## src/rtl/color_sync_ctrl.sv

```systemverilog
// Switch-driven colour enable controller for a VGA datapath: synchronises and
// debounces the board switches, and updates the colour only at frame start.
module color_sync_ctrl #(
  parameter int DEBOUNCE_CYCLES = 250000,
  parameter int CYCLE_FRAMES    = 60
) (
  input  logic vga_clk,
  input  logic reset,
  input  logic red_sw,
  input  logic green_sw,
  input  logic blue_sw,
  input  logic cycle_sw,
  input  logic vsync,
  output logic red_in,
  output logic green_in,
  output logic blue_in,
  output logic frame_tick,
  output logic cycling
);

  localparam int DB_W = (DEBOUNCE_CYCLES > 1) ? $clog2(DEBOUNCE_CYCLES) : 1;
  localparam int FC_W = (CYCLE_FRAMES > 1) ? $clog2(CYCLE_FRAMES) : 1;
  localparam logic [DB_W-1:0] DB_LAST = DB_W'(DEBOUNCE_CYCLES - 1);
  localparam logic [FC_W-1:0] FC_LAST = FC_W'(CYCLE_FRAMES - 1);

  typedef enum logic {MANUAL, CYCLE} state_t;

  // Bit order everywhere: [4]=cycle, [3]=red, [2]=green, [1]=blue, [0]=vsync.
  logic [4:0] raw;
  logic [4:0] sync1;
  logic [4:0] sync2;
  logic [3:0] sw_sync;
  logic       vs_sync;

  assign raw     = {cycle_sw, red_sw, green_sw, blue_sw, vsync};
  assign sw_sync = sync2[4:1];
  assign vs_sync = sync2[0];

  // NOTE: non-blocking assignments keep the two stages distinct flops; a
  // blocking chain here would collapse the synchronizer into one register.
  always_ff @(posedge vga_clk or posedge reset) begin
    if (reset) begin
      sync1 <= '0;
      sync2 <= '0;
    end else begin
      sync1 <= raw;
      sync2 <= sync1;
    end
  end

  // Debounce: [3]=cycle, [2]=red, [1]=green, [0]=blue.
  logic [3:0]      sw_db;
  logic [DB_W-1:0] db_cnt [4];

  // NOTE: the counter array is reset element by element; a partial count
  // must never survive reset or a half-settled switch could flip early.
  always_ff @(posedge vga_clk or posedge reset) begin
    if (reset) begin
      sw_db <= '0;
      for (int i = 0; i < 4; i++) db_cnt[i] <= '0;
    end else begin
      for (int i = 0; i < 4; i++) begin
        if (sw_sync[i] == sw_db[i]) begin
          db_cnt[i] <= '0;
        end else if (db_cnt[i] == DB_LAST) begin
          sw_db[i]  <= sw_sync[i];
          db_cnt[i] <= '0;
        end else begin
          db_cnt[i] <= db_cnt[i] + 1'b1;
        end
      end
    end
  end

  logic vs_prev;
  logic tick_d;

  assign tick_d = vs_prev & ~vs_sync;

  state_t          state;
  logic [2:0]      color;
  logic [FC_W-1:0] frame_cnt;
  logic [2:0]      rgb;

  // Everything visible changes on the edge that raises frame_tick, so the
  // new colour is already present during the tick cycle.
  always_ff @(posedge vga_clk or posedge reset) begin
    if (reset) begin
      vs_prev    <= 1'b0;
      frame_tick <= 1'b0;
      state      <= MANUAL;
      color      <= '0;
      frame_cnt  <= '0;
      rgb        <= '0;
    end else begin
      vs_prev    <= vs_sync;
      frame_tick <= tick_d;
      if (tick_d) begin
        case (state)
          MANUAL: begin
            if (sw_db[3]) begin
              state     <= CYCLE;
              color     <= '0;
              frame_cnt <= '0;
              rgb       <= '0;
            end else begin
              rgb <= sw_db[2:0];
            end
          end
          CYCLE: begin
            // Leaving CYCLE takes priority over a due colour step.
            if (!sw_db[3]) begin
              state <= MANUAL;
              rgb   <= sw_db[2:0];
            end else if (frame_cnt == FC_LAST) begin
              frame_cnt <= '0;
              color     <= color + 3'd1;
              rgb       <= color + 3'd1;
            end else begin
              frame_cnt <= frame_cnt + 1'b1;
              rgb       <= color;
            end
          end
          default: state <= MANUAL;
        endcase
      end
    end
  end

  assign {red_in, green_in, blue_in} = rgb;
  assign cycling = (state == CYCLE);

endmodule

```

## config.mk

```make
export PLATFORM = sky130hd
export DESIGN_NAME = color_sync_ctrl
export DESIGN_NICKNAME = d
export VERILOG_FILES = /design/src/rtl/color_sync_ctrl.sv
export SDC_FILE = /design/constraint.sdc
export NUM_CORES = 1
export LEC_CHECK = 0
export ABC_AREA = 1
export BUFFER_PORTS_ARGS = -buffer_cell sky130_fd_sc_hd__buf_2
export CAP_MARGIN = 20
export CORE_MARGIN = 5
export CORE_UTILIZATION = 45
export CTS_CLUSTER_DIAMETER = 200
export DETAILED_ROUTE_END_ITERATION = 12
export GPL_TIMING_DRIVEN = 1
export SLEW_MARGIN = 5
export SYNTH_ARGS = -nofsm -noshare
export SYNTH_HDL_FRONTEND = slang
export SYNTH_SLANG_ARGS = --single-unit
```

## constraint.sdc

```tcl
create_clock -name vga_clk -period 3.3 [get_ports vga_clk]
set_input_delay 0.33 -clock vga_clk [delete_from_list [all_inputs] [get_ports vga_clk]]
set_output_delay 0.33 -clock vga_clk [all_outputs]
set_load 0.02 [all_outputs]
```

==> results.json <==
{
  "status": "finished, final reports clean",
  "viasPerCell": 4.93,
  "muxShareOfSynthArea": 0,
  "synth_top_area_cell": "dfrtp_1",
  "r2r_end": "db_cnt[39]$_DFF_PP0_",
  "fin_hold_ws_ns": 0.0827,
  "worstMarginPinSlew_ns": 0.872,
  "p_leak_nw": 2.61,
  "start_util": 0.455,
  "fill_cells": 1155,
  "synthTopCellsByCount": "173 x nand2_1, 164 x nor2_1, 101 x dfrtp_1",
  "area_growth_pct": 10.2,
  "routedWlPerCell_um": 12.2,
  "die_x_um": 120,
  "drive_gt1_frac": 0.113,
  "power_density_nw_per_um2": 407,
  "worstHoldPathCells": 1,
  "timing.fmax_mhz": 589,
  "yosysTopAreaCellShare": 0.466,
  "grt_max_degree": 60,
  "yosys.cell_count.top_type": "nand2_1",
  "critPathLaunchType": "flop",
  "cts_setup_buffers": 0,
  "relSlewSlack": 0.415,
  "yosysWarnings": 0,
  "grt_pass1_wl_um": 19600,
  "finalSetupTns_ns": 0,
  "hp-class": "primary input to flop",
  "vdd_drop_max_v": 0.000309,
  "synth-edff-count": 0,
  "grt-ovfl-total": 0,
  "ys_types": 29,
  "ctsResizeCount": 0,
  "critical_path.max_fanout": 6,
  "yosys.area_share.simple": 0.368,
  "finalCriticalPeriod_ns": 1.70,
  "clock-sinks": 101,
  "cp_data_required_time_ns": 3.54,
  "period_share": 0.514,
  "fin_cells": 891,
  "post_dp_cell_area_um2": 5670,
  "cts_tree": "done",
  "synth_cells": 716,
  "coreArea_um2": 11900,
  "dieArea_um2": 14300,
  "clockBufferDepth": 2,
  "critPathCapture": "db_cnt[39]$_DFF_PP0_",
  "grt_pass1_vias": 4360,
  "ys_ff_latch": 101,
  "hold_viol_final": 0,
  "die_y_um": 120,
  "arrival_ns": 1.93,
  "drt_iter0_markers": 240,
  "antenna_found_initial": 0,
  "crit_start": "db_cnt[36]$_DFF_PP0_",
  "setup_viol": 0,
  "slew_viol_final": 0,
  "vias": 4396,
  "clk_pin_slew_worst_paths_ns": 0.07,
  "n_antenna_cell": 0,
  "grt_setup_unrepaired": "false",
  "clockRootBuffer": "clkbuf_16",
  "synth_top_family_by_area": "simple AND/OR/NAND/NOR gates",
  "portBuffers": 11,
  "syn_avg_cell_area_um2": 7.57,
  "synth_compound_area_frac": 0.0355,
  "synth_fa_ha_area_frac": 0.0138,
  "yosys.area_share.xor_xnor": 0.0549,
  "clk_latency_ns": 0.35,
  "dp_hpwl_um": 8200,
  "drc": 0,
  "rows": 40,
  "routabilityCongestion": 0.904,
  "final_core_util": 0.502,
  "synth_fp_nets": 729,
  "rrSetupSlack_ns": 1.60,
  "grt_usage": 0.166,
  "cap_violations": 0,
  "stdcell_area_um2": 5970,
  "dp_cells": 875,
  "synth_ff_type": "dfrtp_1",
  "worstSetupPathType": "flop to flop",
  "async_flop_share": 1.00,
  "wirelength_um": 10900,
  "fin_skew_ns": 0.00532,
  "htreeDepth": 3,
  "hp-start": "cycle_sw",
  "ioPinCount": 12,
  "synth_seq_area_share": 0.466,
  "worstReg2RegStart": "db_cnt[36]$_DFF_PP0_",
  "synthTopCellsByArea": "dfrtp_1 47%, nand2_1 12%, nor2_1 11%",
  "worstRegToRegCells": 8,
  "synth_area_um2": 5420,
  "ctsHoldBuffers": 0,
  "end_kind": "flop",
  "cts-buffers-inserted": 9,
  "detail-route-antenna-nets": 0,
  "drt_pass1_iterations": 5,
  "fin_nets": 752
}
## cells by family after synthesis
family                   after synthesis
XOR/XNOR                              34
flip-flops                           101
adder cells (fa/ha/maj)                6
buffers and inverters                 89
AO/OA/AOI/OAI                         34
AND/OR/NAND/NOR                      452
## worst min path at each step
stage / endpoint / slack, ns
floorplan: sync2[0]$_DFF_PP0_ / 0.33
global placement: sync2[0]$_DFF_PP0_ / 0.34
detailed placement: sync2[0]$_DFF_PP0_ / 0.34
CTS: sync1[4]$_DFF_PP0_ / 0.07
global route: sync1[3]$_DFF_PP0_ / 0.06
finish: sync1[4]$_DFF_PP0_ / 0.08
## metal layers
| metal | GRT usage | up-vias | wire (µm) |
|---|---|---|---|
| met5 | 0 | - | 0 |
| met4 | 0.0451 | 0 | 142 |
| met3 | 0.0438 | 10 | 365 |
| met2 | 0.273 | 67 | 5170 |
| met1 | 0.219 | 2037 | 5210 |
| li1 | - | 2282 | - |
## stage by stage
| step | setup slack (ns) | total power [W] |
|---|---|---|
| 5_1_grt | 1.45 | 0.00255 |
| 6_report | 1.60 | 0.00243 |
| 3_5_place_dp | 1.63 | 0.00139 |
| 4_1_cts | 1.62 | 0.00247 |
| 3_3_place_gp | 1.64 | 0.00139 |
| 2_1_floorplan | 0.323 | 0.00136 |
## power breakdown
part	internal (W)	switching, W
registers	0.00126	0.0000189
clock network	0.000595	0.000472
logic	0.0000224	0.0000630
total	0.00187	0.000554
## state kept, by name (all words and copies together), names as in the netlist
register / count
sync1: 5
rgb: 3
sync2: 5
cycling: 1
db_cnt: 72
frame_cnt: 6
sw_db: 4
vs_prev: 1
color: 3
frame_tick: 1
## layout by cell type, fill, tap and decap left out, drive strengths merged, types with 2 or more instances in the layout
master,Yosys,routed
a21oi,16,16
xnor2,16,16
a22oi,2,2
nand4,11,11
inv,88,89
dfrtp,101,101
xor2,18,18
nand2,181,181
nor3b,4,4
buf,1,13
nand3,47,47
o21ai,10,10
nor2,189,189
nor3,18,18
a21o,2,2
clkinv,0,3
and2,2,2
ha,6,6
clkbuf,0,10
## final cells by class
class / instances / area [µm²] / area share
multi-input combinational: 526 / 2560 / 0.428
sequential: 101 / 2530 / 0.423
inverter: 88 / 333 / 0.0557
clock buffer: 10 / 229 / 0.0383
tap: 147 / 184 / 0.0308
clock inverter: 6 / 72.6 / 0.0121
timing repair buffer: 13 / 70.1 / 0.0117
## critical path: stages (launching register included)
cell	delay, ns
dfrtp_1	0.46
ha_1	0.23
nand2_1	0.12
nor2_4	0.16
nand2_1	0.08
nor2_2	0.18
a21oi_2	0.15
inv_2	0.15
nor2_1	0.05
(Power assumes the default switching activity.)
